`src/rtl/data_mem_pipe_if.sv`:
```
// data_mem_pipe_if -- request/response bus between a processor pipeline and
// the data_mem_pipe memory block.
//   master (processor side): drives req_valid, req_wr, req_addr, req_wdata,
//                            halt; observes req_ready, rsp_valid, rsp_rdata,
//                            rsp_err, stall.
//   slave  (memory side)   : the mirror image.
interface data_mem_pipe_if #(
  parameter int DATA_W = 16,
  parameter int ADDR_W = 16
);
  logic              req_valid;
  logic              req_wr;
  logic [ADDR_W-1:0] req_addr;
  logic [DATA_W-1:0] req_wdata;
  logic              halt;
  logic              req_ready;
  logic              rsp_valid;
  logic [DATA_W-1:0] rsp_rdata;
  logic              rsp_err;
  logic              stall;

  modport master (
    output req_valid, req_wr, req_addr, req_wdata, halt,
    input  req_ready, rsp_valid, rsp_rdata, rsp_err, stall
  );

  modport slave (
    input  req_valid, req_wr, req_addr, req_wdata, halt,
    output req_ready, rsp_valid, rsp_rdata, rsp_err, stall
  );
endinterface

```
`src/rtl/data_mem_pipe.sv`:
```
// data_mem_pipe -- fixed-latency word-addressed data memory for a processor
// pipeline. One access in flight at a time; the response strobe appears a
// fixed LATENCY edges after acceptance (the accepting edge counts as the
// first), and a new request may be accepted in the response cycle.
// Ports:
//   clk  : clock, rising edge
//   rst  : asynchronous active-low reset
//   bus  : data_mem_pipe_if.slave (request, halt, ready, response, stall)
// Byte addresses are converted to word indices with bit 0 flagging a
// misaligned access; upper address bits beyond the array wrap.
module data_mem_pipe #(
  parameter int DATA_W     = 16,
  parameter int ADDR_W     = 16,
  parameter int DEPTH_LOG2 = 8,
  parameter int LATENCY    = 2
) (
  input  logic           clk,
  input  logic           rst,
  data_mem_pipe_if.slave bus
);
  localparam int CNT_W = (LATENCY > 1) ? $clog2(LATENCY) : 1;
  localparam int DEPTH = 1 << DEPTH_LOG2;

  typedef enum logic [1:0] {IDLE, BUSY, RESP} state_t;

  state_t                state_reg, state_next;
  logic [CNT_W-1:0]      cnt_reg, cnt_next;

  // Request captured at the accepting edge.
  logic                  cap_wr_reg;
  logic                  cap_mis_reg;
  logic [DEPTH_LOG2-1:0] cap_idx_reg;
  logic [DATA_W-1:0]     cap_wdata_reg;

  logic                  req_ready;
  logic                  accept;
  logic                  enter_resp;
  logic                  commit;

  // Request that is completing on the current edge. With LATENCY=1 the
  // completing request is the one being accepted, so it has not reached the
  // capture registers yet.
  logic                  sel_wr;
  logic                  sel_mis;
  logic [DEPTH_LOG2-1:0] sel_idx;
  logic [DATA_W-1:0]     sel_wdata;

  logic [DATA_W-1:0]     mem [DEPTH];
  logic [DATA_W-1:0]     rd_word;

  // Address bits above the word index are deliberately ignored (wrap).
  logic                  addr_unused;
  assign addr_unused = ^bus.req_addr[ADDR_W-1:DEPTH_LOG2+1];

  assign req_ready = ((state_reg == IDLE) || (state_reg == RESP)) && !bus.halt;
  assign accept    = bus.req_valid && req_ready;

  always_comb begin
    state_next = state_reg;
    cnt_next   = cnt_reg;
    case (state_reg)
      IDLE, RESP: begin
        state_next = IDLE;
        if (accept) begin
          cnt_next   = CNT_W'(LATENCY - 1);
          state_next = (LATENCY == 1) ? RESP : BUSY;
        end
      end
      BUSY: begin
        cnt_next = cnt_reg - 1'b1;
        // Counter reaches 0 on this edge: the access completes now.
        if (cnt_reg == CNT_W'(1)) begin
          state_next = RESP;
        end
      end
      default: begin
        state_next = IDLE;
        cnt_next   = '0;
      end
    endcase
  end

  always_ff @(posedge clk or negedge rst) begin
    if (!rst) begin
      state_reg     <= IDLE;
      cnt_reg       <= '0;
      cap_wr_reg    <= 1'b0;
      cap_mis_reg   <= 1'b0;
      cap_idx_reg   <= '0;
      cap_wdata_reg <= '0;
    end else begin
      state_reg <= state_next;
      cnt_reg   <= cnt_next;
      if (accept) begin
        cap_wr_reg    <= bus.req_wr;
        cap_mis_reg   <= bus.req_addr[0];
        cap_idx_reg   <= bus.req_addr[DEPTH_LOG2:1];
        cap_wdata_reg <= bus.req_wdata;
      end
    end
  end

  assign sel_wr    = accept ? bus.req_wr                  : cap_wr_reg;
  assign sel_mis   = accept ? bus.req_addr[0]             : cap_mis_reg;
  assign sel_idx   = accept ? bus.req_addr[DEPTH_LOG2:1]  : cap_idx_reg;
  assign sel_wdata = accept ? bus.req_wdata               : cap_wdata_reg;

  assign enter_resp = (state_next == RESP);
  // rst gates the commit so an edge arriving while reset is held cannot
  // write a half-finished access into the array.
  assign commit = enter_resp && rst && sel_wr && !sel_mis;

  // Array has no reset; read is registered every edge so the value sampled
  // on the edge entering RESP is what the response presents.
  always_ff @(posedge clk) begin
    if (commit) begin
      mem[sel_idx] <= sel_wdata;
    end
    rd_word <= mem[sel_idx];
  end

  assign bus.req_ready = req_ready;
  assign bus.rsp_valid = (state_reg == RESP);
  assign bus.rsp_err   = (state_reg == RESP) && cap_mis_reg;
  assign bus.rsp_rdata = ((state_reg == RESP) && !cap_wr_reg && !cap_mis_reg)
                         ? rd_word : '0;
  assign bus.stall     = (state_reg == BUSY) || (bus.req_valid && !req_ready);
endmodule

```
`src/flat_wrapper.sv`:
```
// flat-port wrapper written by rule: the top's interface ports become plain ports
module data_mem_pipe_flat 
#(
  parameter int DATA_W     = 16,
  parameter int ADDR_W     = 16,
  parameter int DEPTH_LOG2 = 8,
  parameter int LATENCY    = 2
)
  (clk, rst, bus_req_valid, bus_req_wr, bus_req_addr, bus_req_wdata, bus_halt, bus_req_ready, bus_rsp_valid, bus_rsp_rdata, bus_rsp_err, bus_stall);
  data_mem_pipe_if #(.DATA_W(DATA_W), .ADDR_W(ADDR_W)) bus_i ();
  input  logic clk;
  input  logic rst;
  input wire logic [$bits(bus_i.req_valid)-1:0] bus_req_valid;
  input wire logic [$bits(bus_i.req_wr)-1:0] bus_req_wr;
  input wire logic [$bits(bus_i.req_addr)-1:0] bus_req_addr;
  input wire logic [$bits(bus_i.req_wdata)-1:0] bus_req_wdata;
  input wire logic [$bits(bus_i.halt)-1:0] bus_halt;
  output wire logic [$bits(bus_i.req_ready)-1:0] bus_req_ready;
  output wire logic [$bits(bus_i.rsp_valid)-1:0] bus_rsp_valid;
  output wire logic [$bits(bus_i.rsp_rdata)-1:0] bus_rsp_rdata;
  output wire logic [$bits(bus_i.rsp_err)-1:0] bus_rsp_err;
  output wire logic [$bits(bus_i.stall)-1:0] bus_stall;
  assign bus_i.req_valid = bus_req_valid;
  assign bus_i.req_wr = bus_req_wr;
  assign bus_i.req_addr = bus_req_addr;
  assign bus_i.req_wdata = bus_req_wdata;
  assign bus_i.halt = bus_halt;
  assign bus_req_ready = bus_i.req_ready;
  assign bus_rsp_valid = bus_i.rsp_valid;
  assign bus_rsp_rdata = bus_i.rsp_rdata;
  assign bus_rsp_err = bus_i.rsp_err;
  assign bus_stall = bus_i.stall;
  data_mem_pipe #(.DATA_W(DATA_W), .ADDR_W(ADDR_W), .DEPTH_LOG2(DEPTH_LOG2), .LATENCY(LATENCY)) u_core (.clk(clk), .rst(rst), .bus(bus_i));
endmodule
```
`config.mk`:
```
export PLATFORM = sky130hd
export DESIGN_NAME = data_mem_pipe_flat
export DESIGN_NICKNAME = d
export VERILOG_FILES = /design/src/rtl/data_mem_pipe_if.sv /design/src/rtl/data_mem_pipe.sv /design/src/flat_wrapper.sv
export SDC_FILE = /design/constraint.sdc
export NUM_CORES = 2
export LEC_CHECK = 0
export BUFFER_PORTS_ARGS = -buffer_cell sky130_fd_sc_hd__buf_2
export CAP_MARGIN = 20
export CORE_ASPECT_RATIO = 0.6
export CORE_MARGIN = 2
export CORE_UTILIZATION = 55
export DETAILED_ROUTE_END_ITERATION = 7
export PLACE_DENSITY = 0.71
export SYNTH_ARGS = -nofsm -noshare
export SYNTH_HDL_FRONTEND = slang
export SYNTH_SLANG_ARGS = --single-unit
```
`constraint.sdc`:
```
create_clock -name clk -period 8.95 [get_ports clk]
set_input_delay 0.895 -clock clk [delete_from_list [all_inputs] [get_ports clk]]
set_output_delay 0.895 -clock clk [all_outputs]
set_load 0.01 [all_outputs]
```
==> reports/results.ini <==
[pwr]
p_leak_nw = 59.9
p_per_area_mw_per_mm2 = 288
clock_power_share = 0.304
intPower_w = 0.0347
ir_drop_v = 0.000455
power_frac_comb = 0.243
pwr-share-seq = 0.454
netSwitchingFraction = 0.324
power_switching_w = 0.0166

[routing]
post_drt_via_cell_ratio = 6.53
first_pass_iters = 8
ant_nets = 0
finalWirelength_um = 457000
drc = 4
routed-via-count = 99700
drtIter0Drc = 18600
wl_per_cell_um = 29.9

[timing]
relSlewSlack = -0.0416
worst_pin_slew_ps = 1560
rsz0062_at_grt = no
slew_viol_final = 67
fmax_mhz = 158
fin_hold_ws_ps = 250
skew_ps = 53.0
finalHoldViolCount = 0
setup_viol_count_final = 0
period_share = 0.708
finalSetupTns_ps = 0
period_needed_ps = 6340

[worst_setup_path]
crit_required_ps = 9720
max_stage_delay_ps = 1100
arrival_ps = 7110
slowest_stage = a2111oi_1
worstPathMaxFanout = 33
path_class = flop to flop
crit_path_start_kind = flop
path_common_cell = buf_4
worstSetupEndpointType = flop
path_cells = or3b_4, buf_4, mux2i_4, clkinv_2, buf_4, a21oi_1, a22oi_1, o2111ai_1, nand4_1, a2111oi_1, nand3_1

[logic_synthesis]
synth_warnings = 0
ys_ff_latch = 4141
yosysMostFrequentCell = edfxtp_1
ys_top_cells_by_count = edfxtp_1, nand2_1, a21oi_1
synth_cell_types = 56
ys_seq_area_frac = 0.774
syn-num-nets = 11000
synth-async-reset-ratio = 0.00700
yosys-top-cells-area = edfxtp_1, nand2_1, a21oi_1
synth_edf_count = 4096
post-synth-top-area-fraction = 0.768
synthFlopType = edfxtp_1
syn_inst = 10900
syn-cell-area_mm2 = 0.160
yosys.area.top_type = edfxtp_1
syn_avg_cell_area_um2 = 14.6

[die]
die_w_um = 701
core_area_mm2 = 0.290
fp.dieH_um = 422
fp-row-count = 153
io_pins = 57
die_area_mm2 = 0.296
initial_core_util = 0.553

[cts]
cts_resized = 0
htree_num_levels = 5
cts_buffers = 355
cts_setup_buffers = 0
clock_latency_ps = 960
cts_buffer_depth = 4
clk_pin_slew_worst_paths_ps = 70
cts_hold_buf = 0
cts_tree = built
cts_num_sinks = 4141
cts-root-buf = clkbuf_16

[job]
max_cap_viol_count = 0

[final_layout]
largest_reg_flops = 4096
drive_gt1_frac = 0.0987
nets = 11100
area_growth_pct = 11.3

[outcome]
status = finished with violations
failed_checks = design-rule violations, max-slew violations

[global_route]
antenna_found_initial = 29
grt_max_degree = 205
grt_pass1_wl_um = 647000
grt_overflow_total = 0
grt_use_total = 0.301
grt_pass1_vias = 93300

[placement]
dp_hpwl_um = 265000
io_buffers = 49
gp_congestion = 0.914

[worst_hold_path]
min_path_type = primary input to flop

==> per-layer routing <==
layer | up-vias | wire [µm] | global-route usage
li1 | 41900 | - | -
met1 | 49400 | 175000 | 0.453
met2 | 7548 | 187000 | 0.405
met3 | 856 | 79900 | 0.119
met5 | - | 207 | 0
met4 | 16 | 14000 | 0.0894
==> path summary, 6_finish.rpt <==
path                       depth (start not counted)                          start                                 end  slack, ps
setup / recovery                                  11  u_core.state_reg[0]$_DFF_PN0_           u_core.rd_word[9]$_DFF_P_       2610
hold / removal                                     3                     bus_req_wr         u_core.cap_wr_reg$_DFF_PN0_        250
setup reg to reg                                  11  u_core.state_reg[0]$_DFF_PN0_           u_core.rd_word[9]$_DFF_P_       2610
hold reg to reg                                    1     u_core.cnt_reg$_DFFE_PN0P_       u_core.state_reg[0]$_DFF_PN0_        520
max in group asynchronous                          2                            rst  u_core.cap_wdata_reg[12]$_DFF_PN0_       8190
min in group asynchronous                          2                            rst     u_core.cap_idx_reg[1]$_DFF_PN0_        360
==> stage by stage <==
step	cell area [µm²]	util	std cells	setup slack [ps]	power, W
6_report	178000	0.615	15300	2610	0.0513
5_1_grt	178000	0.615	15300	2660	0.0526
4_1_cts	178000	0.615	15200	2560	0.0508
3_5_place_dp	167000	0.575	14600	2050	0.0355
3_3_place_gp	167000	0.575	14600	2210	0.0351
2_1_floorplan	160000	-	10900	2750	0.0309
==> power groups by stage <==
stage / Clock [W] / Sequential [W] / Combinational, W
after detailed placement: 0 / 0.0237 / 0.0119
after global placement: 0 / 0.0237 / 0.0115
final: 0.0156 / 0.0233 / 0.0125
after CTS: 0.0156 / 0.0232 / 0.0119
after floorplan: 0 / 0.0242 / 0.00672
after global routing: 0.0164 / 0.0232 / 0.0130
==> placed cells by master (no fill, tap or decap), drive strengths merged, types with 4 or more instances in the layout <==
master	instances
a2111oi	15
a211oi	30
a21oi	1317
a221oi	220
a22oi	83
a311oi	49
a31oi	97
a32oi	61
and2	18
buf	526
bufinv	41
clkbuf	430
clkinv	143
clkinvlp	15
dfrtp	29
dfxtp	16
diode	8
edfxtp	4096
inv	32
mux2	6
mux2i	608
nand2	2327
nand2b	28
nand3	105
nand3b	4
nand4	16
nor2	288
nor2b	76
nor3	88
nor3b	4
nor4	187
o2111ai	20
o211ai	58
o21ai	32
o221ai	15
o22ai	297
==> cells by family (layout without fill, tap and decap cells) <==
group | Yosys count | count (layout) | synth area share
flip-flops | 4141 | 4141 | 0.774
AND/OR/NAND/NOR | 3145 | 3145 | 0.0809
buffers and inverters | 745 | 1187 | 0.0196
other | 0 | 8 | 0
AO/OA/AOI/OAI | 2296 | 2296 | 0.0867
multiplexers | 614 | 614 | 0.0387
==> final cells by class <==
class | instances | area [µm²]
diodes | 8 | 20.0
clock buffers | 429 | 9370
clock inverters | 206 | 2150
fillers | 20600 | 111000
inverters | 25 | 110
multi-input cells | 6055 | 33500
flip-flops and latches | 4141 | 124000
well taps | 3875 | 4850
repair buffers | 527 | 4380
==> critical path, delay by kind of cell, from the launching register on <==
family,cells,cell delay [ps]
simple gates,3,1500
buf+inv,3,1610
compound gates,4,1950
flops,1,640
mux,1,350
Note: power is estimated with default switching activity, not from simulation.
